===== src/rtl/multicycle_control.sv =====
// Main sequencer for the multicycle MIPS datapath: steps each instruction through
// fetch/decode/execute/memory/write-back and drives every datapath control.
module multicycle_control #(
    parameter int TIMEOUT_CYCLES = 16
) (
    input  logic        clk,
    input  logic        reset,
    input  logic [5:0]  opcode_i,
    input  logic        zero_i,
    input  logic        mem_ready_i,
    output logic        pc_write_o,
    output logic [1:0]  pc_source_o,
    output logic        i_or_d_o,
    output logic        mem_read_o,
    output logic        mem_write_o,
    output logic        ir_write_o,
    output logic        reg_write_o,
    output logic        reg_dst_o,
    output logic        mem_to_reg_o,
    output logic        alu_src_a_o,
    output logic [1:0]  alu_src_b_o,
    output logic [2:0]  alu_op_o,
    output logic [3:0]  state_o,
    output logic        illegal_op_o,
    output logic        bus_error_o,
    output logic [31:0] instr_count_o
);

    typedef enum logic [3:0] {
        FETCH     = 4'd0,
        DECODE    = 4'd1,
        MEM_ADDR  = 4'd2,
        MEM_READ  = 4'd3,
        MEM_WB    = 4'd4,
        MEM_WRITE = 4'd5,
        EXEC_R    = 4'd6,
        R_WB      = 4'd7,
        EXEC_I    = 4'd8,
        I_WB      = 4'd9,
        BRANCH    = 4'd10,
        JUMP      = 4'd11,
        HALT      = 4'd12
    } state_t;

    localparam logic [5:0] OP_R    = 6'b000000;
    localparam logic [5:0] OP_LW   = 6'b100011;
    localparam logic [5:0] OP_SW   = 6'b101011;
    localparam logic [5:0] OP_ADDI = 6'b001000;
    localparam logic [5:0] OP_LUI  = 6'b001111;
    localparam logic [5:0] OP_BEQ  = 6'b000100;
    localparam logic [5:0] OP_J    = 6'b000010;

    localparam bit         TIMEOUT_EN   = (TIMEOUT_CYCLES != 0);
    localparam logic [7:0] TIMEOUT_LAST = 8'(TIMEOUT_CYCLES - 1);

    state_t      state;
    state_t      next_state;
    logic [7:0]  wait_cnt;
    logic        mem_wait;
    logic        timed_out;
    logic        retire;
    logic        set_illegal;
    logic        set_bus_err;

    logic        pc_write;
    logic [1:0]  pc_source;
    logic        i_or_d;
    logic        mem_read;
    logic        mem_write;
    logic        ir_write;
    logic        reg_write;
    logic        reg_dst;
    logic        mem_to_reg;
    logic        alu_src_a;
    logic [1:0]  alu_src_b;
    logic [2:0]  alu_op;

    assign timed_out = TIMEOUT_EN && !mem_ready_i && (wait_cnt == TIMEOUT_LAST);

    always_comb begin
        next_state  = state;
        mem_wait    = 1'b0;
        retire      = 1'b0;
        set_illegal = 1'b0;
        set_bus_err = 1'b0;
        pc_write    = 1'b0;
        pc_source   = 2'b00;
        i_or_d      = 1'b0;
        mem_read    = 1'b0;
        mem_write   = 1'b0;
        ir_write    = 1'b0;
        reg_write   = 1'b0;
        reg_dst     = 1'b0;
        mem_to_reg  = 1'b0;
        alu_src_a   = 1'b0;
        alu_src_b   = 2'b00;
        alu_op      = 3'b000;

        case (state)
            FETCH: begin
                mem_read  = 1'b1;
                alu_src_b = 2'b01;
                alu_op    = 3'b100;
                if (mem_ready_i) begin
                    ir_write   = 1'b1;
                    pc_write   = 1'b1;
                    next_state = DECODE;
                end else begin
                    mem_wait = 1'b1;
                    if (timed_out) begin
                        next_state  = HALT;
                        set_bus_err = 1'b1;
                    end
                end
            end
            DECODE: begin
                alu_src_b = 2'b11;
                alu_op    = 3'b100;
                case (opcode_i)
                    OP_R:           next_state = EXEC_R;
                    OP_LW, OP_SW:   next_state = MEM_ADDR;
                    OP_ADDI, OP_LUI: next_state = EXEC_I;
                    OP_BEQ:         next_state = BRANCH;
                    OP_J:           next_state = JUMP;
                    default: begin
                        next_state  = HALT;
                        set_illegal = 1'b1;
                    end
                endcase
            end
            MEM_ADDR: begin
                alu_src_a  = 1'b1;
                alu_src_b  = 2'b10;
                alu_op     = 3'b100;
                next_state = (opcode_i == OP_SW) ? MEM_WRITE : MEM_READ;
            end
            MEM_READ: begin
                mem_read = 1'b1;
                i_or_d   = 1'b1;
                if (mem_ready_i) begin
                    next_state = MEM_WB;
                end else begin
                    mem_wait = 1'b1;
                    if (timed_out) begin
                        next_state  = HALT;
                        set_bus_err = 1'b1;
                    end
                end
            end
            MEM_WB: begin
                reg_write  = 1'b1;
                mem_to_reg = 1'b1;
                retire     = 1'b1;
                next_state = FETCH;
            end
            MEM_WRITE: begin
                mem_write = 1'b1;
                i_or_d    = 1'b1;
                if (mem_ready_i) begin
                    retire     = 1'b1;
                    next_state = FETCH;
                end else begin
                    mem_wait = 1'b1;
                    if (timed_out) begin
                        next_state  = HALT;
                        set_bus_err = 1'b1;
                    end
                end
            end
            EXEC_R: begin
                alu_src_a  = 1'b1;
                alu_op     = 3'b111;
                next_state = R_WB;
            end
            R_WB: begin
                reg_write  = 1'b1;
                reg_dst    = 1'b1;
                retire     = 1'b1;
                next_state = FETCH;
            end
            EXEC_I: begin
                alu_src_a  = 1'b1;
                alu_src_b  = 2'b10;
                alu_op     = (opcode_i == OP_LUI) ? 3'b000 : 3'b100;
                next_state = I_WB;
            end
            I_WB: begin
                reg_write  = 1'b1;
                retire     = 1'b1;
                next_state = FETCH;
            end
            BRANCH: begin
                alu_src_a  = 1'b1;
                alu_op     = 3'b001;
                pc_source  = 2'b01;
                pc_write   = zero_i;
                retire     = 1'b1;
                next_state = FETCH;
            end
            JUMP: begin
                pc_source  = 2'b10;
                pc_write   = 1'b1;
                retire     = 1'b1;
                next_state = FETCH;
            end
            HALT:    next_state = HALT;
            default: next_state = HALT;
        endcase
    end

    // The wait counter restarts on any state change so each memory access gets a full budget.
    always_ff @(posedge clk or negedge reset) begin
        if (!reset) begin
            state         <= FETCH;
            wait_cnt      <= 8'd0;
            instr_count_o <= 32'd0;
            illegal_op_o  <= 1'b0;
            bus_error_o   <= 1'b0;
        end else begin
            state <= next_state;
            if (next_state != state)
                wait_cnt <= 8'd0;
            else if (mem_wait)
                wait_cnt <= wait_cnt + 8'd1;
            if (retire)
                instr_count_o <= instr_count_o + 32'd1;
            if (set_illegal)
                illegal_op_o <= 1'b1;
            if (set_bus_err)
                bus_error_o <= 1'b1;
        end
    end

    // Controls are forced low while reset is held, even if a strobe was mid-access.
    assign state_o      = state;
    assign pc_write_o   = reset & pc_write;
    assign pc_source_o  = reset ? pc_source : 2'b00;
    assign i_or_d_o     = reset & i_or_d;
    assign mem_read_o   = reset & mem_read;
    assign mem_write_o  = reset & mem_write;
    assign ir_write_o   = reset & ir_write;
    assign reg_write_o  = reset & reg_write;
    assign reg_dst_o    = reset & reg_dst;
    assign mem_to_reg_o = reset & mem_to_reg;
    assign alu_src_a_o  = reset & alu_src_a;
    assign alu_src_b_o  = reset ? alu_src_b : 2'b00;
    assign alu_op_o     = reset ? alu_op : 3'b000;

endmodule


===== config.mk =====
export PLATFORM = sky130hd
export DESIGN_NAME = multicycle_control
export DESIGN_NICKNAME = d
export VERILOG_FILES = /design/src/rtl/multicycle_control.sv
export SDC_FILE = /design/constraint.sdc
export NUM_CORES = 1
export LEC_CHECK = 0
export BUFFER_PORTS_ARGS = -buffer_cell sky130_fd_sc_hd__buf_4
export CAP_MARGIN = 15
export CORE_ASPECT_RATIO = 1.75
export CORE_MARGIN = 8
export CORE_UTILIZATION = 59
export DETAILED_ROUTE_END_ITERATION = 10
export PLACE_DENSITY = 0.89
export SYNTH_ARGS = -nofsm -noshare
export SYNTH_HDL_FRONTEND = slang
export SYNTH_SLANG_ARGS = --single-unit

===== constraint.sdc =====
create_clock -name clk -period 4.7 [get_ports clk]
set_input_delay 0.235 -clock clk [delete_from_list [all_inputs] [get_ports clk]]
set_output_delay 0.235 -clock clk [all_outputs]
set_load 0.03 [all_outputs]

======== Word-level counts from Yosys, hierarchy flattened ========
Cells that the tools add are included.
cells by class
  add/subtract/negate cells ............... 2
  multiplexer cells ....................... 34
  bitwise operators ....................... 9
  div/mod/pow operators ................... 0
  eq/ne operators ......................... 19
  reduce and logical (&&, ||, !) cells .... 16
  multipliers ............................. 0
  shift operators ......................... 0
  magnitude comparators ................... 0
operators by type and width
  kind                                                                   count
  32-bit by 1-bit adder with 32-bit output, second input constant        1
  4-bit case mux with 8 select lines                                     1
  4-bit case mux with 5 select lines                                     1
  4-bit by 3-bit equality test with 1-bit output, second input constant  4
  4-bit equality test, second input constant                             4
  1-bit 2-to-1 mux                                                       16
  4-bit 2-to-1 mux                                                       4
  8-bit 2-to-1 mux                                                       2
  6-bit by 4-bit equality test with 1-bit output, second input constant  2
  6-bit equality test, second input constant                             2
  3-bit case mux with 4 select lines                                     1
  2-bit OR reduction                                                     5
  1-bit bitwise AND                                                      9
  3-bit 2-to-1 mux                                                       3
  3-bit OR reduction                                                     3
  8-bit by 1-bit adder with 8-bit output, second input constant          1
  4-bit by 2-bit equality test with 1-bit output, second input constant  2
  8-bit by 4-bit equality test with 1-bit output, second input constant  1
  7-bit OR reduction                                                     1
  6-bit by 2-bit equality test with 1-bit output, second input constant  1
  6-bit by 3-bit equality test with 1-bit output, second input constant  1
  6-bit zero test                                                        1
  2-bit case mux with 3 select lines                                     1
  5-bit OR reduction                                                     1
  11 further kinds                                                       12
storage, ports and cells
  input port bits ......................... 10
  ROM bits ................................ 0
  RAM bits ................................ 0
  memories kept ........................... 0
  flip-flop bits (word level) ............. 46
  output and inout port bits .............. 54
  latch bits .............................. 0

======== Logic depth before layout (Yosys ltp) ========
Gate-level depths: netlist (run 1).
  word-level depth ........................ 7
  gate-level depth with buffers ........... 7

======== Least setup slack after synthesis (run 1) ========
Ideal clock, no wire load.
  path kind ............................... register to output
  start ................................... reg state[3], in the netlist state_o[3]
  end ..................................... out alu_src_a_o
  slack ................................... 2.617 ns
  arrival ................................. 1.848 ns
  buffers on the path ..................... 2
  stages on the path, launching flop included .. 6
  path through ............................ dfrtp_1 -> buf_4 -> clkbuf_1 -> nor2_1 -> nor2_1 -> nor3b_1
between the ends
  cells in the longest elaborated chain, start to end .. 4
  elaborated cells between the ends (all ways) .. 7
  classes of those cells .................. 4 x eq/ne; 1 x mux; 1 x bitwise; 1 x reduce/logical
RTL lines
  element                                            RTL line  source
  from (decl)                                        56        state_t state;
  from (signal assigned)                             220       state <= next_state;
  4-bit equality test, or another cell as far along  99        case (state)
  4-bit OR reduction (no source line) (*)            n/a
  1-bit 2-to-1 mux (*)                               99
  1-bit bitwise AND (*)                              245       assign alu_src_a_o = reset & alu_src_a;
  to (decl)                                          20        output logic alu_src_a_o,
Mark *: on every way between the ends. The rest lies on a longest branch, timed or not.

======== Worst setup path in the final report (run 1) ========
  start ................................... reg state[0], in the netlist state_o[0]
  end ..................................... reg instr_count_o[30]
between the ends
  cells in the longest elaborated chain, start to end .. 3
  elaborated cells between the ends (all ways) .. 8
  classes of those cells .................. 6 x eq/ne; 1 x mux; 1 x reduce/logical
RTL lines
  element                                                                                RTL line  source
  4-bit equality test or 4-bit by 3-bit equality test with 1-bit output (tied branches)  99
  5-bit OR reduction (no source line)                                                    n/a
  1-bit case mux with 2 select lines (*)                                                 99
  to (signal assigned)                                                                   226       instr_count_o <= instr_count_o + 32'd1;
  to (decl)                                                                              26        output logic [31:0] instr_count_o
Marks and branches as above.
A chain may end at the register's enable or synchronous reset.

==> results.py, run 1 <==
metrics = {
    "global_routing": {
        "grt_pass1_vias": 2624,
        "grt_pass1_wl_mm": 12.7,
        "overflow": 0,
        "antenna_found_initial": 0,
        "track_usage_pct": 19.9,
        "grt_max_degree": 55,
    },
    "clocking": {
        "clk_path_buf_depth": 2,
        "cts.repair.resized": 0,
        "cts_tree": "built",
        "path_clk_slew_ns": 0.09,
        "root_buffer": "clkbuf_8",
        "cts_buffers": 5,
        "clock_latency_ns": 0.30,
        "cts-htree-levels": 2,
        "clock-sinks": 46,
    },
    "logic_synthesis": {
        "synthTopCellsByCount": "dfrtp_1 (46), nor2_1 (27), xnor2_1 (20)",
        "ys_async_sr_fraction_pct": 100,
        "synth-main-ff-cell": "dfrtp_1",
        "synth_cell_types": 76,
        "synthesis.nets": 304,
        "synth_area_per_cell_um2": 10.0,
        "synth_top_area_share_pct": 39.4,
        "yosys.area_share.simple_pct": 30.8,
        "synth.area.mux_share_pct": 0.729,
        "syn_area_um2": 2920,
        "synth_warnings": 0,
        "yosysMostFrequentCell": "dfrtp_1",
        "yosys.area.top_type": "dfrtp_1",
        "synth_fa_ha_area_share_pct": 1.20,
        "synth_top_family_by_area": "simple AND/OR/NAND/NOR gates",
        "synth_compound_area_share_pct": 12.8,
        "synth_xor_area_share_pct": 12.0,
        "synth_edf_count": 0,
        "netlist_top_cells_area": "dfrtp_1 (39%), xnor2_1 (6.0%), xor2_1 (5.4%)",
        "syn_inst": 292,
        "synth_seq_cells": 46,
        "ys_seq_area_share_pct": 39.4,
    },
    "timing": {
        "setup_viol": 0,
        "tns_ns": 0,
        "fin_crit_sh_pct": 50.7,
        "slew_violations": 0,
        "worst_pin_slew_ns": 0.709,
        "post-route-min-period_ns": 2.39,
        "slew_headroom_pct": 52.7,
        "hold_viol": 0,
        "rsz0062_at_grt": "no",
        "fmax_mhz": 419,
        "fin_skew_ns": 0.00720,
    },
    "critical_path": {
        "cp_slowest_stage_delay_ns": 0.81,
        "startpoint_type": "flop",
        "crit_start": "state_o[0]",
        "arrival_ns": 2.60,
        "slowest_stage": "dfrtp_1",
        "endpoint": "instr_count_o[30]",
        "end_kind": "flop",
        "worstRegToRegCells": 5,
        "worst_r2r_endpoint": "instr_count_o[30]",
        "crit_required_ns": 4.91,
        "rrSetupSlack_ns": 2.31,
        "criticalPathCategory": "flop to flop",
        "crit_path_max_fanout": 22,
        "r2r_start": "state_o[0]",
        "cp_cell_sequence": "nor2b_1 > nor4_4 > o211ai_2 > nor4_2 > xor2_1",
    },
    "drt": {
        "wl_per_cell_um": 18.2,
        "via_per_inst": 6.20,
        "drcViolationCount": 0,
        "antenna_left": 0,
        "drt_first_pass_iters": 5,
        "totalWireLength_mm": 7.40,
        "first_iter_violations": 129,
        "vias": 2523,
    },
    "floorplanning": {
        "rows": 34,
        "io_pins": 64,
        "core-area_um2": 4850,
        "dieArea_um2": 7540,
        "initial_core_util_pct": 60.2,
        "die-height_um": 109,
        "dieWidth_um": 69.2,
    },
    "power": {
        "leakage_nw": 1.66,
        "irDropWorstVdd_v": 0.000364,
        "total_power_mw": 1.51,
        "p_per_area_nw_per_um2": 430,
    },
    "final_layout": {
        "area_delta_synth_final_pct": 20.3,
        "nFillCells": 366,
        "drive_gt1_share_pct": 28.3,
        "final_nets": 364,
        "diodes": 0,
    },
    "run": {
        "max-cap-violations": 0,
    },
    "place": {
        "hpwl_mm": 5.47,
        "port-buffer-count": 63,
        "routabilityCongestion": 0.897,
    },
    "run_status": {
        "outcome": "complete, no violations",
    },
    "min_path": {
        "min_path_type": "input pin to flop",
    },
}
==> report_power, final <==
part	switching (mW)	internal (mW)
Combinational	0.406	0.245
Clock	0.138	0.157
Sequential	0.127	0.437
==> layout make-up <==
type                       instances  area, um2  area share [%]
sequential                        46       1150            32.8
clock buffer                       5       68.8            1.96
multi-input combinational        229       1680            47.8
clock inverter                     3       40.0            1.14
tap                               54       67.6            1.92
inverter                           6       22.5           0.641
timing repair buffer              64        483            13.8
==> flip-flops by register name, summed over array words and instances (netlist names) <==
name,count
bus_error_o,1
state_o,4
wait_cnt,8
illegal_op_o,1
instr_count_o,32
==> logic make-up (layout without fill, tap and decap cells) <==
| kind of cell | Yosys count | in the layout |
|---|---|---|
| AND/OR/NAND/NOR | 140 | 140 |
| flip-flops | 46 | 46 |
| AO/OA/AOI/OAI | 45 | 45 |
| XOR/XNOR | 39 | 39 |
| buffers and inverters | 17 | 78 |
| adder cells (fa/ha/maj) | 3 | 3 |
| multiplexers | 2 | 2 |
==> placed cells by master, fill, tap and decap left out, types with 4 or more instances in the layout <==
cell type / count
clkbuf_8: 5
inv_1: 5
dfrtp_1: 46
nand3_1: 13
o21ai_0: 10
a21oi_1: 5
nand4_1: 11
nand2_1: 19
nor3_1: 12
nand2b_1: 4
and2_1: 4
nor2b_1: 4
buf_4: 63
xnor2_1: 20
nor4_1: 4
or3_1: 4
nor2_1: 27
xor2_1: 18
and3_1: 4
==> how the worst min path moves through the flow <==
stage,end,cells after the start,from,slack [ns]
floorplan,bus_error_o,0,reset,-0.06
global placement,wait_cnt[5],1,reset,0.30
detailed placement,wait_cnt[4],1,reset,0.31
CTS,illegal_op_o,4,opcode_i[5],0.30
global route,illegal_op_o,4,opcode_i[5],0.34
finish,illegal_op_o,4,opcode_i[5],0.30
==> metal layers <==
layer,vias to the layer above,part of all wire (%),track usage [%]
met5,-,0,0
met1,1239,39,21.5
met4,0,2.4,8.54
li1,1187,-,-
met3,17,4.5,5.01
met2,80,54,35.9
==> repair_timing <==
item	4_1_cts	5_1_grt
setup buffers	0	0
hold endpoints to repair	46	0
hold buffers	1	0
endpoints found under the setup margin	0	0
==> critical path: cells and delay by family, from the launching register on <==
family,cells,cell delay (ns)
AOI/OAI and AO/OA,1,0.26
xor gates and xnor gates,1,0.21
DFF,1,0.81
and+or+nand+nor,3,1.02
==> through the flow <==
step	instances	hold slack [ns]	utilization, %	worst slack, ns	area, um2
floorplan	292	-0.0606	-	2.62	2920
global placement	398	0.299	70.0	2.49	3390
detailed placement	398	0.305	70.0	2.38	3390
CTS	407	0.303	72.4	2.32	3510
global route	407	0.342	72.4	2.13	3510
finish	407	0.304	72.4	2.31	3510
(Power assumes the default switching activity.)
==> run 2, diff against run 1 <==
- CORE_UTILIZATION: 59 -> 55
- PLACE_DENSITY: 0.89 -> 0.84
- clock period: 4.7 -> 2.2 ns (I/O delays scaled with it)
==> run 2 against run 1 <==
  * Clock skew up 0.0019 ns
  * Critical path type unchanged
  * First-iteration DRC count up 22%
  * Largest cell class unchanged
  * Cell count up 3.7%
  * Die area up 5.9%
  * Combinational power up 140%
  * Sequential power up 97%
==> results.py, run 2 (synthesis results as in run 1) <==
metrics = {
    "run_status": {
        "outcome": "complete, no violations",
    },
    "critical_path": {
        "arrival_ns": 2.25,
        "criticalPathCategory": "flop to flop",
        "worstRegToRegCells": 5,
        "cp_slowest_stage_delay_ns": 0.52,
        "worst_r2r_endpoint": "wait_cnt[1]",
        "crit_path_max_fanout": 12,
        "crit_family": "simple AND/OR/NAND/NOR gates",
        "crit_required_ns": 2.40,
        "cp_cell_sequence": "or2_2 > o21ai_0 > and3b_1 > o21ai_2 > nor4b_2",
        "end_kind": "flop",
        "path_buf_inv": 0,
        "rrSetupSlack_ns": 0.16,
        "startpoint_type": "flop",
        "r2r_start": "state_o[2]",
        "slowest_stage": "dfrtp_1",
    },
    "floorplanning": {
        "dieArea_um2": 7990,
        "io_pins": 64,
        "dieWidth_um": 71.1,
        "rows": 35,
        "initial_core_util_pct": 56.0,
        "core-area_um2": 5210,
        "die-height_um": 112,
    },
    "timing": {
        "worst_slack_ns": 0.159,
        "fmax_mhz": 490,
        "hold_viol": 0,
        "fin_crit_sh_pct": 92.8,
        "tns_ns": 0,
        "rsz0062_at_grt": "no",
        "slew_headroom_pct": 62.5,
        "post-route-min-period_ns": 2.04,
        "fin_skew_ns": 0.00905,
        "worst_pin_slew_ns": 0.563,
        "setup_viol": 0,
        "slew_violations": 0,
    },
    "global_routing": {
        "grt_pass1_vias": 2565,
        "track_usage_pct": 18.8,
        "grt_max_degree": 46,
        "overflow": 0,
        "antenna_found_initial": 0,
        "grt_pass1_wl_mm": 12.2,
    },
    "final_layout": {
        "layout_commonest_cell": "buf_4",
        "max_flop_register": "instr_count_o",
        "drive_gt1_share_pct": 30.8,
        "nFillCells": 393,
        "final_nets": 378,
        "stdcell_area_um2": 3620,
        "final_cell_mix": "buf_4 (77), dfrtp_1 (46), nor2_1 (27), xnor2_1 (20), nand2_1 (19)",
        "diodes": 0,
        "layoutNonFillerInstCount": 422,
        "area_delta_synth_final_pct": 24.0,
        "largest_register_ffs": 32,
    },
    "drt": {
        "topRoutingLayerUsed": "met4",
        "wl_met2_mm": 4.06,
        "drt_first_pass_iters": 4,
        "via_per_inst": 6.07,
        "drcViolationCount": 0,
        "totalWireLength_mm": 7.43,
        "wl_per_cell_um": 17.6,
        "antenna_left": 0,
        "met3WireLength_um": 271,
        "drt-met1-wl_mm": 2.96,
        "vias": 2562,
        "first_iter_violations": 158,
    },
    "power": {
        "irDropWorstVdd_v": 0.000872,
        "leakage_nw": 1.72,
        "p_per_area_nw_per_um2": 920,
    },
    "clocking": {
        "root_buffer": "clkbuf_8",
        "clock_latency_ns": 0.30,
        "cts_buffers": 5,
        "clk_path_buf_depth": 2,
        "path_clk_slew_ns": 0.09,
        "clock-sinks": 46,
        "cts_tree": "built",
        "cts.repair.resized": 0,
        "cts-htree-levels": 2,
    },
    "place": {
        "routabilityCongestion": 0.873,
        "hpwl_mm": 5.63,
        "dpl_worst_slack_ns": 0.183,
        "port-buffer-count": 63,
        "dpl_cell_area_um2": 3480,
        "place_inst": 411,
    },
    "run": {
        "max-cap-violations": 0,
    },
    "min_path": {
        "min_path_type": "input pin to async pin",
    },
}
-- run 2: cell count changes in the layout (fill, tap and decap cells not counted) --
cell,before,now
buf_4,63,77
clkbuf_1,0,1
clkinv_2,2,0
clkinvlp_4,0,1
-- run 2: worst max path at each step --
stage           startpoint                end  cells past startpoint
2_1_floorplan   state_o[1]  instr_count_o[29]                      6
3_3_place_gp   wait_cnt[4]        wait_cnt[2]                      5
3_5_place_dp    state_o[2]  instr_count_o[30]                      5
4_1_cts         state_o[2]  instr_count_o[30]                      5
5_1_grt         state_o[2]        wait_cnt[4]                      5
6_report        state_o[2]        wait_cnt[1]                      5
-- run 2: area by class of cell --
cell class | count | area (um2) | area share, %
well taps | 55 | 68.8 | 1.90
clock buffers | 6 | 72.6 | 2.00
clock inverters | 2 | 37.5 | 1.04
repair buffers | 78 | 588 | 16.2
multi-input cells | 229 | 1680 | 46.4
flip-flops and latches | 46 | 1150 | 31.8
inverters | 6 | 22.5 | 0.622
-- run 2: timing repair --
action	4_1_cts	5_1_grt
setup endpoints to repair	0	1
hold buffers	1	0
hold endpoints to repair	46	0
buffers inserted	0	2
-- run 2: per-layer routing --
layer / up-vias / track usage, %
met1: 1261 / 19.9
met4: 0 / 9.37
li1: 1218 / -
met2: 71 / 34.5
met5: - / 0
met3: 12 / 3.04
-- run 2: report_power, final --
group	internal [mW]	switching [mW]	leakage (nW)	total (mW)
Clock	0.339	0.291	0.0514	0.630
Combinational	0.618	0.975	1.06	1.59
Sequential	0.935	0.172	0.613	1.11
Total	1.89	1.44	1.72	3.33
-- run 2: metrics by stage --
step           util, %  total power, mW  hold slack, ns
2_1_floorplan        -             2.16          -0.186
6_report          69.5             3.33           0.155
5_1_grt           69.5             3.50           0.158
4_1_cts           69.2             3.33           0.143
3_3_place_gp      66.9             2.67         -0.0754
3_5_place_dp      66.9             2.69         -0.0740
==> run 3, diff against run 2 <==
- PLACE_DENSITY: 0.84 -> 0.79
==> run 3 against run 2 <==
  * Global-route usage grew 0.87 points
  * Via count increased by 1.5%
  * Core utilization is 0.29 points lower
  * Clock power is 15% lower
  * Sequential cell count unchanged
  * Design area decreased by 0.41%
  * Wire length up 3.0%
  * Non-clock buffer count unchanged
  * Sequential share of layout area rose by 0.13 points
  * Critical path type unchanged
  * Critical endpoint is now wait_cnt[5]
==> results.py, run 3 (synthesis results as in run 1) <==
metrics = {
    "floorplanning": {
        "dieArea_um2": 7990,
        "io_pins": 64,
        "initial_core_util_pct": 56.0,
        "die-height_um": 112,
        "dieWidth_um": 71.1,
        "rows": 35,
        "core-area_um2": 5210,
    },
    "critical_path": {
        "slowest_stage": "dfrtp_1",
        "startpoint_type": "flop",
        "crit_family": "simple AND/OR/NAND/NOR gates",
        "criticalPathCategory": "flop to flop",
        "crit_path_max_fanout": 10,
        "end_kind": "flop",
        "path_buf_inv": 2,
        "cp_cell_sequence": "buf_4 > or3_1 > o22ai_2 > buf_4 > nand4_1 > xor2_1 > nor3_1",
        "cp_common_cell": "buf_4",
        "arrival_ns": 2.22,
        "crit_required_ns": 2.41,
        "cp_slowest_stage_delay_ns": 0.48,
    },
    "place": {
        "hpwl_mm": 5.90,
        "routabilityCongestion": 0.914,
        "port-buffer-count": 63,
    },
    "drt": {
        "drcViolationCount": 0,
        "first_iter_violations": 149,
        "totalWireLength_mm": 7.66,
        "vias": 2600,
        "drt_first_pass_iters": 6,
        "via_per_inst": 6.16,
        "wl_per_cell_um": 18.1,
        "antenna_left": 0,
    },
    "global_routing": {
        "track_usage_pct": 19.7,
        "grt_pass1_wl_mm": 12.9,
        "overflow": 0,
        "antenna_found_initial": 0,
        "grt_max_degree": 40,
        "grt_pass1_vias": 2771,
    },
    "clocking": {
        "clock-sinks": 46,
        "cts_setup_buffers": 0,
        "cts_buffers": 5,
        "clk_path_buf_depth": 2,
        "cts-htree-levels": 2,
        "clock_latency_ns": 0.30,
        "root_buffer": "clkbuf_8",
        "cts_tree": "built",
        "path_clk_slew_ns": 0.09,
    },
    "power": {
        "irDropWorstVdd_v": 0.000769,
        "leakage_nw": 1.72,
        "total_power_mw": 3.27,
        "p_per_area_nw_per_um2": 908,
    },
    "final_layout": {
        "drive_gt1_share_pct": 31.1,
        "post-route-util_pct": 69.2,
        "final_cell_mix": "buf_4 (77), dfrtp_1 (46), nor2_1 (27), xnor2_1 (20), nand2_1 (19)",
        "nFillCells": 417,
        "diodes": 0,
        "layout_commonest_cell": "buf_4",
        "max_flop_register": "instr_count_o",
        "final_nets": 378,
        "area_delta_synth_final_pct": 23.5,
        "largest_register_ffs": 32,
    },
    "timing": {
        "fmax_mhz": 498,
        "slew_violations": 0,
        "setup_viol": 0,
        "post-route-min-period_ns": 2.01,
        "worst_pin_slew_ns": 0.532,
        "rsz0062_at_grt": "no",
        "fin_skew_ns": 0.00740,
        "hold_viol": 0,
        "slew_headroom_pct": 63.6,
        "fin_crit_sh_pct": 91.2,
        "tns_ns": 0,
    },
    "min_path": {
        "min_path_type": "input pin to flop",
    },
    "run_status": {
        "outcome": "complete, no violations",
    },
    "run": {
        "max-cap-violations": 0,
    },
}
==> run 3: changes by cell type in the layout (fill, tap and decap cells not counted), sizes merged <==
cell / previous run / this run
bufinv: 1 / 0
clkinv: 0 / 1
==> run 3: worst reg2reg max path: stages (launching register included) <==
cell and delay, ns:
dfrtp_1 0.48, buf_4 0.20, or3_1 0.40, o22ai_2 0.21, buf_4 0.20, nand4_1 0.11
xor2_1 0.17, nor3_1 0.16
==> run 3: area by class of cell <==
cell class	instances	area, um2	share of cell area (%)
multi-input cells	229	1680	46.6
repair buffers	78	588	16.3
clock inverters	2	12.5	0.347
flip-flops and latches	46	1150	31.9
well taps	55	68.8	1.91
inverters	6	22.5	0.625
clock buffers	6	82.6	2.29
==> run 3: what timing repair did <==
| item | CTS | global route |
|---|---|---|
| resized for setup | 0 | 1 |
| hold buffers | 1 | 0 |
| setup endpoints to repair | 0 | 1 |
| endpoints found under the hold margin | 7 | 0 |
==> run 3: per-stage QoR <==
step / setup WS, ns / area, um2 / hold slack (ns) / cells
CTS: 0.134 / 3600 / 0.180 / 422
detailed placement: 0.165 / 3500 / -0.0374 / 413
finish: 0.193 / 3600 / 0.181 / 422
global route: 0.0213 / 3600 / 0.194 / 422
floorplan: 0.217 / 2920 / -0.186 / 292
global placement: 0.216 / 3500 / -0.0377 / 413
==> run 3: metal layers <==
metal  GRT usage [%]  vias up  share of wire, %
li1                -     1214                 -
met1            20.2     1270                38
met2            35.1       89                52
met3            4.11       27               5.1
met4            12.2        0               4.2
met5               0        -                 0
==> run 3: worst paths after layout <==
kind | start | endpoint | slack (ns) | cells after the start
max in group asynchronous | reset | instr_count_o[29] | 1.28 | 3
min | opcode_i[5] | illegal_op_o | 0.18 | 4
max reg2reg | state_o[2] | wait_cnt[5] | 0.19 | 7
min reg2reg | bus_error_o | bus_error_o | 0.47 | 1
max | state_o[2] | wait_cnt[5] | 0.19 | 7
min in group asynchronous | reset | instr_count_o[16] | 0.19 | 2
==> run 3: power breakdown <==
group          internal, mW  switching (mW)
clock network         0.253           0.285
registers             0.935           0.154
logic                 0.632            1.02
total                  1.82            1.45
